## config.mk

```make
export PLATFORM = sky130hd
export DESIGN_NAME = io_bridge_arb_flat
export DESIGN_NICKNAME = d
export VERILOG_FILES = /design/src/rtl/io_bridge_arb_if.sv /design/src/rtl/io_bridge_arb.sv /design/src/flat_wrapper.sv
export SDC_FILE = /design/constraint.sdc
export NUM_CORES = 1
export LEC_CHECK = 0
export CAP_MARGIN = 5
export CORE_UTILIZATION = 35
export CTS_BUF_LIST = sky130_fd_sc_hd__clkbuf_16
export CTS_CLUSTER_DIAMETER = 40
export DETAILED_ROUTE_END_ITERATION = 6
export GPL_TIMING_DRIVEN = 1
export PLACE_DENSITY_LB_ADDON = 0.12
export SYNTH_ARGS = -nofsm -noshare
export SYNTH_HDL_FRONTEND = slang
export SYNTH_SLANG_ARGS = --single-unit
```

## constraint.sdc

```tcl
create_clock -name clk_i -period 3.2 [get_ports clk_i]
set_clock_uncertainty 0.15 [all_clocks]
set_input_delay 0.48 -clock clk_i [delete_from_list [all_inputs] [get_ports clk_i]]
set_output_delay 0.48 -clock clk_i [all_outputs]
set_load 0.1 [all_outputs]
```

## src/rtl/io_bridge_arb_if.sv

```systemverilog
// Bus bundle for io_bridge_arb: CPU-side slave ports, device-side master port and status.
// The slave modport is the bridge's view; the master modport is the surrounding system's view.
interface io_bridge_arb_if #(
    parameter int unsigned NPORT = 2,
    parameter int unsigned DW    = 32,
    parameter int unsigned AW    = 32
);
    logic                    gate_en_i;
    logic [NPORT-1:0]        s_cyc_i;
    logic [NPORT-1:0]        s_stb_i;
    logic [NPORT-1:0]        s_we_i;
    logic [NPORT*DW/8-1:0]   s_sel_i;
    logic [NPORT*AW-1:0]     s_adr_i;
    logic [NPORT*DW-1:0]     s_dat_i;
    logic [NPORT-1:0]        s_ack_o;
    logic [NPORT-1:0]        s_err_o;
    logic [NPORT*DW-1:0]     s_dat_o;
    logic                    m_cyc_o;
    logic                    m_stb_o;
    logic                    m_we_o;
    logic [DW/8-1:0]         m_sel_o;
    logic [AW-1:0]           m_adr_o;
    logic [DW-1:0]           m_dat_o;
    logic                    m_ack_i;
    logic                    m_stall_i;
    logic [DW-1:0]           m_dat_i;
    logic                    wr_err_o;
    logic [NPORT-1:0]        gnt_o;

    modport slave (
        input  gate_en_i, s_cyc_i, s_stb_i, s_we_i, s_sel_i, s_adr_i, s_dat_i,
        input  m_ack_i, m_stall_i, m_dat_i,
        output s_ack_o, s_err_o, s_dat_o,
        output m_cyc_o, m_stb_o, m_we_o, m_sel_o, m_adr_o, m_dat_o,
        output wr_err_o, gnt_o
    );

    modport master (
        output gate_en_i, s_cyc_i, s_stb_i, s_we_i, s_sel_i, s_adr_i, s_dat_i,
        output m_ack_i, m_stall_i, m_dat_i,
        input  s_ack_o, s_err_o, s_dat_o,
        input  m_cyc_o, m_stb_o, m_we_o, m_sel_o, m_adr_o, m_dat_o,
        input  wr_err_o, gnt_o
    );
endinterface

```

## src/rtl/io_bridge_arb.sv

```systemverilog
// Registered Wishbone I/O bridge: address-window filter, round-robin arbiter,
// optional posted writes and bus-timeout error response toward one device port.
module io_bridge_arb #(
    parameter int unsigned   NPORT   = 2,
    parameter int unsigned   DW      = 32,
    parameter int unsigned   AW      = 32,
    parameter logic [AW-1:0] IO_BASE = AW'(32'hFD00_0000),
    parameter logic [AW-1:0] IO_MASK = AW'(32'hFF00_0000),
    parameter int unsigned   TIMEOUT = 255,
    parameter bit            POST_WR = 1'b0
) (
    input logic            clk_i,
    input logic            rst_ni,
    io_bridge_arb_if.slave bus
);
    localparam int unsigned SW = DW / 8;
    localparam int unsigned IW = (NPORT > 1) ? $clog2(NPORT) : 1;
    localparam int unsigned CW = (TIMEOUT > 0) ? $clog2(TIMEOUT + 1) : 1;

    typedef enum logic [1:0] {ST_IDLE, ST_WAIT_ACK, ST_RESP, ST_PWR} state_e;

    state_e              state_q, state_d;
    logic [IW-1:0]       last_q, last_d;
    logic [CW-1:0]       cnt_q, cnt_d;
    logic [NPORT-1:0]    gnt_q, gnt_d;
    logic [NPORT-1:0]    s_ack_q, s_ack_d;
    logic [NPORT-1:0]    s_err_q, s_err_d;
    logic [NPORT*DW-1:0] s_dat_q, s_dat_d;
    logic                m_cyc_q, m_cyc_d;
    logic                m_we_q, m_we_d;
    logic [SW-1:0]       m_sel_q, m_sel_d;
    logic [AW-1:0]       m_adr_q, m_adr_d;
    logic [DW-1:0]       m_dat_q, m_dat_d;
    logic                wr_err_q, wr_err_d;

    logic [NPORT-1:0]    req;
    logic                win_vld;
    logic [IW-1:0]       win_idx;
    logic [CW-1:0]       cnt_inc;
    logic                timeout;

    // In-window requests per port
    always_comb begin
        req = '0;
        for (int unsigned p = 0; p < NPORT; p++) begin
            req[p] = bus.s_cyc_i[p] & bus.s_stb_i[p] &
                     ((bus.s_adr_i[p*AW +: AW] & IO_MASK) == IO_BASE);
        end
    end

    // Round-robin search starting just after the last winner
    always_comb begin
        int unsigned idx;
        win_vld = 1'b0;
        win_idx = '0;
        idx     = 0;
        for (int unsigned k = 1; k <= NPORT; k++) begin
            idx = (32'(last_q) + k) % NPORT;
            if (!win_vld && req[IW'(idx)]) begin
                win_vld = 1'b1;
                win_idx = IW'(idx);
            end
        end
    end

    // Counter value including the current waiting cycle; saturates at TIMEOUT
    assign cnt_inc = (cnt_q == CW'(TIMEOUT)) ? cnt_q : cnt_q + CW'(1);
    assign timeout = (TIMEOUT != 0) && (cnt_inc == CW'(TIMEOUT));

    always_comb begin
        logic        bus_clr;
        logic        s_busy;
        logic        m_busy;
        int unsigned g;
        int unsigned w;
        state_d  = state_q;
        last_d   = last_q;
        cnt_d    = cnt_q;
        gnt_d    = gnt_q;
        s_ack_d  = s_ack_q;
        s_err_d  = s_err_q;
        s_dat_d  = s_dat_q;
        m_cyc_d  = m_cyc_q;
        m_we_d   = m_we_q;
        m_sel_d  = m_sel_q;
        m_adr_d  = m_adr_q;
        m_dat_d  = m_dat_q;
        wr_err_d = 1'b0;
        bus_clr  = 1'b0;
        s_busy   = s_ack_q[last_q];
        m_busy   = m_cyc_q;
        g        = 32'(last_q);
        w        = 32'(win_idx);

        unique case (state_q)
            ST_IDLE: begin
                if (bus.gate_en_i && !bus.m_stall_i && !bus.m_ack_i && win_vld) begin
                    last_d         = win_idx;
                    gnt_d          = '0;
                    gnt_d[win_idx] = 1'b1;
                    cnt_d          = '0;
                    m_cyc_d        = 1'b1;
                    m_we_d         = bus.s_we_i[win_idx];
                    m_sel_d        = bus.s_sel_i[w*SW +: SW];
                    m_adr_d        = bus.s_adr_i[w*AW +: AW];
                    m_dat_d        = bus.s_dat_i[w*DW +: DW];
                    if (POST_WR && bus.s_we_i[win_idx]) begin
                        s_ack_d[win_idx] = 1'b1;
                        state_d          = ST_PWR;
                    end else begin
                        state_d = ST_WAIT_ACK;
                    end
                end
            end
            ST_WAIT_ACK: begin
                if (bus.m_ack_i) begin
                    bus_clr              = 1'b1;
                    s_dat_d[g*DW +: DW]  = bus.m_dat_i;
                    s_ack_d[last_q]      = 1'b1;
                    state_d              = ST_RESP;
                end else if (timeout) begin
                    bus_clr              = 1'b1;
                    s_dat_d[g*DW +: DW]  = '0;
                    s_err_d[last_q]      = 1'b1;
                    state_d              = ST_RESP;
                end else if (!bus.s_cyc_i[last_q]) begin
                    bus_clr = 1'b1;
                    gnt_d   = '0;
                    state_d = ST_IDLE;
                end else begin
                    cnt_d = cnt_inc;
                end
            end
            ST_RESP: begin
                if (!bus.s_stb_i[last_q]) begin
                    s_ack_d = '0;
                    s_err_d = '0;
                    s_dat_d = '0;
                    gnt_d   = '0;
                    state_d = ST_IDLE;
                end
            end
            ST_PWR: begin
                // Slave and device halves of a posted write retire independently
                if (s_busy && !bus.s_stb_i[last_q]) begin
                    s_ack_d[last_q] = 1'b0;
                    s_busy          = 1'b0;
                end
                if (m_busy) begin
                    if (bus.m_ack_i) begin
                        bus_clr = 1'b1;
                        m_busy  = 1'b0;
                    end else if (timeout) begin
                        bus_clr  = 1'b1;
                        wr_err_d = 1'b1;
                        m_busy   = 1'b0;
                    end else begin
                        cnt_d = cnt_inc;
                    end
                end
                if (!s_busy && !m_busy) begin
                    gnt_d   = '0;
                    state_d = ST_IDLE;
                end
            end
            default: state_d = ST_IDLE;
        endcase

        if (bus_clr) begin
            m_cyc_d = 1'b0;
            m_we_d  = 1'b0;
            m_sel_d = '0;
            m_adr_d = '0;
            m_dat_d = '0;
        end
    end

    always_ff @(posedge clk_i or negedge rst_ni) begin
        if (!rst_ni) begin
            state_q  <= ST_IDLE;
            last_q   <= IW'(NPORT - 1);
            cnt_q    <= '0;
            gnt_q    <= '0;
            s_ack_q  <= '0;
            s_err_q  <= '0;
            s_dat_q  <= '0;
            m_cyc_q  <= 1'b0;
            m_we_q   <= 1'b0;
            m_sel_q  <= '0;
            m_adr_q  <= '0;
            m_dat_q  <= '0;
            wr_err_q <= 1'b0;
        end else begin
            state_q  <= state_d;
            last_q   <= last_d;
            cnt_q    <= cnt_d;
            gnt_q    <= gnt_d;
            s_ack_q  <= s_ack_d;
            s_err_q  <= s_err_d;
            s_dat_q  <= s_dat_d;
            m_cyc_q  <= m_cyc_d;
            m_we_q   <= m_we_d;
            m_sel_q  <= m_sel_d;
            m_adr_q  <= m_adr_d;
            m_dat_q  <= m_dat_d;
            wr_err_q <= wr_err_d;
        end
    end

    assign bus.s_ack_o  = s_ack_q;
    assign bus.s_err_o  = s_err_q;
    assign bus.s_dat_o  = s_dat_q;
    assign bus.m_cyc_o  = m_cyc_q;
    assign bus.m_stb_o  = m_cyc_q;
    assign bus.m_we_o   = m_we_q;
    assign bus.m_sel_o  = m_sel_q;
    assign bus.m_adr_o  = m_adr_q;
    assign bus.m_dat_o  = m_dat_q;
    assign bus.wr_err_o = wr_err_q;
    assign bus.gnt_o    = gnt_q;
endmodule
```

## src/flat_wrapper.sv

```systemverilog
// flat-port wrapper written by rule: the top's interface ports become plain ports
module io_bridge_arb_flat 
#(
    parameter int unsigned   NPORT   = 2,
    parameter int unsigned   DW      = 32,
    parameter int unsigned   AW      = 32,
    parameter logic [AW-1:0] IO_BASE = AW'(32'hFD00_0000),
    parameter logic [AW-1:0] IO_MASK = AW'(32'hFF00_0000),
    parameter int unsigned   TIMEOUT = 255,
    parameter bit            POST_WR = 1'b0
)
  (clk_i, rst_ni, bus_gate_en_i, bus_s_cyc_i, bus_s_stb_i, bus_s_we_i, bus_s_sel_i, bus_s_adr_i, bus_s_dat_i, bus_m_ack_i, bus_m_stall_i, bus_m_dat_i, bus_s_ack_o, bus_s_err_o, bus_s_dat_o, bus_m_cyc_o, bus_m_stb_o, bus_m_we_o, bus_m_sel_o, bus_m_adr_o, bus_m_dat_o, bus_wr_err_o, bus_gnt_o);
  io_bridge_arb_if #(.NPORT(NPORT), .DW(DW), .AW(AW)) bus_i ();
  input logic clk_i;
  input logic rst_ni;
  input wire logic [$bits(bus_i.gate_en_i)-1:0] bus_gate_en_i;
  input wire logic [$bits(bus_i.s_cyc_i)-1:0] bus_s_cyc_i;
  input wire logic [$bits(bus_i.s_stb_i)-1:0] bus_s_stb_i;
  input wire logic [$bits(bus_i.s_we_i)-1:0] bus_s_we_i;
  input wire logic [$bits(bus_i.s_sel_i)-1:0] bus_s_sel_i;
  input wire logic [$bits(bus_i.s_adr_i)-1:0] bus_s_adr_i;
  input wire logic [$bits(bus_i.s_dat_i)-1:0] bus_s_dat_i;
  input wire logic [$bits(bus_i.m_ack_i)-1:0] bus_m_ack_i;
  input wire logic [$bits(bus_i.m_stall_i)-1:0] bus_m_stall_i;
  input wire logic [$bits(bus_i.m_dat_i)-1:0] bus_m_dat_i;
  output wire logic [$bits(bus_i.s_ack_o)-1:0] bus_s_ack_o;
  output wire logic [$bits(bus_i.s_err_o)-1:0] bus_s_err_o;
  output wire logic [$bits(bus_i.s_dat_o)-1:0] bus_s_dat_o;
  output wire logic [$bits(bus_i.m_cyc_o)-1:0] bus_m_cyc_o;
  output wire logic [$bits(bus_i.m_stb_o)-1:0] bus_m_stb_o;
  output wire logic [$bits(bus_i.m_we_o)-1:0] bus_m_we_o;
  output wire logic [$bits(bus_i.m_sel_o)-1:0] bus_m_sel_o;
  output wire logic [$bits(bus_i.m_adr_o)-1:0] bus_m_adr_o;
  output wire logic [$bits(bus_i.m_dat_o)-1:0] bus_m_dat_o;
  output wire logic [$bits(bus_i.wr_err_o)-1:0] bus_wr_err_o;
  output wire logic [$bits(bus_i.gnt_o)-1:0] bus_gnt_o;
  assign bus_i.gate_en_i = bus_gate_en_i;
  assign bus_i.s_cyc_i = bus_s_cyc_i;
  assign bus_i.s_stb_i = bus_s_stb_i;
  assign bus_i.s_we_i = bus_s_we_i;
  assign bus_i.s_sel_i = bus_s_sel_i;
  assign bus_i.s_adr_i = bus_s_adr_i;
  assign bus_i.s_dat_i = bus_s_dat_i;
  assign bus_i.m_ack_i = bus_m_ack_i;
  assign bus_i.m_stall_i = bus_m_stall_i;
  assign bus_i.m_dat_i = bus_m_dat_i;
  assign bus_s_ack_o = bus_i.s_ack_o;
  assign bus_s_err_o = bus_i.s_err_o;
  assign bus_s_dat_o = bus_i.s_dat_o;
  assign bus_m_cyc_o = bus_i.m_cyc_o;
  assign bus_m_stb_o = bus_i.m_stb_o;
  assign bus_m_we_o = bus_i.m_we_o;
  assign bus_m_sel_o = bus_i.m_sel_o;
  assign bus_m_adr_o = bus_i.m_adr_o;
  assign bus_m_dat_o = bus_i.m_dat_o;
  assign bus_wr_err_o = bus_i.wr_err_o;
  assign bus_gnt_o = bus_i.gnt_o;
  io_bridge_arb #(.NPORT(NPORT), .DW(DW), .AW(AW), .IO_BASE(IO_BASE), .IO_MASK(IO_MASK), .TIMEOUT(TIMEOUT), .POST_WR(POST_WR)) u_core (.clk_i(clk_i), .rst_ni(rst_ni), .bus(bus_i));
endmodule
```

==> reports/qor.txt <==
final hold viol count: 0
1st-pass router iterations: 6
reg-to-reg startpoint: u_core.cnt_q[1]
placed wire-length estimate: 16.0 mm
Unique masters post-synth: 47
crit path from: u_core.cnt_q[1]
crit-path cells: ha_1 -> nand3_1 -> nor4_1 -> a211oi_1 -> nor4_4 -> buf_4 -> mux2i_1 -> mux2_2
DIE AREA: 20,300 um^2
chip height: 143 um
Post-synth top flop: dfrtp_1
Congestion Overflow GR: 0
FP Rows: 51
CP endpoint: u_core.bus.gnt_o[0]
R2R depth: 8
WL per Instance: 18.3 um
Worst path max stage delay: 510 ps
Mapped Nets: 794
#FFs+latches synth: 152
Critical Path AT: 3140 ps
CP Class: reg -> reg
DRT iter0 DRCs: 316
overall routing resource usage: 21.5%
Clock transition at path regs: 70 ps
Pins Over Slew Limit: 0
cell taking the most area after synthesis: dfrtp_1
worst hold path type: reg -> reg
count of hold-fix buffers inserted at cts: 1
CP max stage cell: nor4_4
initial core utilization: 35.6%
post-synthesis cell count: 614
Post-DRT Antenna Nets: 0
initial antenna violation count: 0
worst slack, placed: -14.7 ps
Pwr Density: 477 nW/um^2
share of layout cells above drive strength 1: 23.6%
RSZ-0062 raised after global routing: false
Core ar.: 19,400 um^2
largest net degree at the start of global routing: 70
EDFF count, synth: 0
# Post-CTS Setup Buffers: 0
via count: 6,102
Post-Place Cell Area: 10,100 um^2
post_cts resized: 0
Antenna diodes: 0
Final Total Pwr: 0.00513 W
Area Growth Syn to Fin: 55.5%
reg-to-reg endpoint: u_core.bus.gnt_o[0]
# DRC: 0
syn avg cell area: 11.3 um^2
Tmin final: 2980 ps
max-cap violations: 0
Peak Freq: 335 MHz
critical path required time: 3360 ps
Period Utilization, post-route: 93.3%
CTS max path bufs: 2
die width: 143 um
Clock Sinks: 152
Post-Route Setup TNS: 0 ps
design area: 10,800 um^2
worst-margin pin slew: 577 ps
I/O Buffers: 320
status: finished clean
H-tree depth: 4
ys async rst share: 100%
Final WS setup: 216 ps
Worst-Skew Late Latency: 420 ps
CTS tree: yes
Final Wtd Congestion: 0.804
Synth Cell Area: 6920 um^2
CP startpoint kind: flop
drt via density: 5.09
dominant cells by area after synthesis: dfrtp_1 55%, mux2i_1 9.6%, a22o_1 8.2%
vias in the first global route: 6,140
final wirelength: 21.9 mm
crit-path max FO: 7
Ys Warns: 0
final net count: 1,101
Leakage Power: 5.35 nW
final setup violation count: 0
Critical Path Sink Type: flop
R2R setup slack: 220 ps
Max transition margin: 60.5%
sequential area share after synthesis: 55.0%
worst vdd ir: 0.305 mV
first-pass GRT wire length: 33.4 mm
Ports: 321
CTS root buffer: clkbuf_16
cts bufs inserted: 17
Yosys top cell area share: 54.6%
==> worst min path at each step <==
stage | end | cells past startpoint | start
detailed placement | u_core.bus.s_dat_o[36] | 1 | u_core.bus.s_dat_o[36]
floorplan | u_core.bus.gnt_o[0] | 0 | rst_ni
global placement | u_core.bus.m_adr_o[26] | 2 | u_core.bus.m_adr_o[26]
global route | u_core.bus.s_dat_o[40] | 1 | u_core.bus.s_dat_o[40]
CTS | u_core.bus.m_adr_o[30] | 2 | u_core.bus.m_adr_o[30]
finish | u_core.bus.s_dat_o[34] | 1 | u_core.bus.s_dat_o[34]
==> layout by cell type, fill, tap and decap left out, drive strengths merged, types with 3 or more instances in the layout <==
| cell type | synthesis | final |
|---|---|---|
| a211oi | 63 | 63 |
| a21oi | 10 | 10 |
| a22o | 65 | 65 |
| a31oi | 5 | 5 |
| a32o | 5 | 5 |
| and3 | 7 | 7 |
| buf | 19 | 166 |
| clkbuf | 37 | 17 |
| clkdlybuf4s50 | 0 | 177 |
| clkinv | 0 | 3 |
| dfrtp | 151 | 151 |
| inv | 6 | 16 |
| mux2i | 66 | 66 |
| nand2 | 23 | 23 |
| nand2b | 3 | 3 |
| nand3 | 7 | 7 |
| nand4 | 5 | 5 |
| nor2 | 91 | 91 |
| nor3 | 7 | 7 |
| nor4 | 6 | 6 |
| o21ai | 5 | 5 |
==> Yosys cell counts, drive strengths merged (2+ instances only) <==
master and instances:
a211o 2, nand4 5, nor3b 2, a21o 2, mux2 2, and2 2, clkbuf 37, mux2i 66
o211ai 2, inv 6, nor2 91, nand3 7, o21ai 5, a31oi 5, a21oi 10, nand4b 2
a22o 65, dfrtp 151, and4 2, nand2 23, buf 19, nor3 7, a211oi 63, and3 7
nand2b 3, o31ai 2, a41o 2, a32o 5, nor4 6
==> cell type report <==
class	instances	area, um^2
Clock buffer	17	425
Clock inverter	15	178
Tap cell	265	332
Multi-Input combinational cell	400	2870
Timing Repair Buffer	344	3120
Inverter	6	22.5
Sequential cell	152	3800
Fill cell	1733	8640
==> kinds of logic after synthesis <==
group	after synthesis	synth area share, %
adders and majority gates	1	0.181
and+or+nand+nor	161	10.7
buffers and inverters	62	3.93
muxes	68	9.88
DFF	152	55.0
AOI/OAI and AO/OA	170	20.3
==> worst max-delay path, delay by kind of cell (launching register included) <==
kind / cells / cell delay [ps]
compound gates: 1 / 120
fa+ha+maj: 1 / 300
buf+inv: 1 / 260
flops: 1 / 450
mux: 2 / 630
simple gates: 3 / 970
==> registers in the layout, indices dropped and copies added, names as in the netlist <==
name and flops:
u_core.bus.m_cyc_o 1, u_core.bus.m_we_o 1, u_core.bus.s_dat_o 64, u_core.bus.s_ack_o 2
u_core.state_q 2, u_core.bus.m_adr_o 32, u_core.bus.m_dat_o 32, u_core.last_q 1
u_core.bus.wr_err_o 1, u_core.bus.s_err_o 2, u_core.bus.m_sel_o 4, u_core.cnt_q 8
u_core.bus.gnt_o 2
==> routing by layer <==
layer	GRT usage, %	wire (um)	vias up
li1	-	-	2903
met1	27.4	9330	2945
met2	35.3	10600	231
met3	6.73	1670	23
met4	5.72	294	0
met5	0	0	-
==> report_power, final <==
part / total [W] / switching [W] / internal (W)
clock: 0.00208 / 0.000893 / 0.00118
combinational: 0.00102 / 0.000660 / 0.000364
sequential: 0.00203 / 0.0000493 / 0.00198
total: 0.00513 / 0.00160 / 0.00353
==> per-stage QoR <==
step,utilization [%],cells,hold slack (ps)
2_1_floorplan,-,614,34.4
3_3_place_gp,52.3,1166,333
3_5_place_dp,52.3,1166,343
4_1_cts,55.4,1199,361
5_1_grt,55.4,1199,367
6_report,55.4,1199,356
No activity file was read; power rests on OpenSTA's default activity.
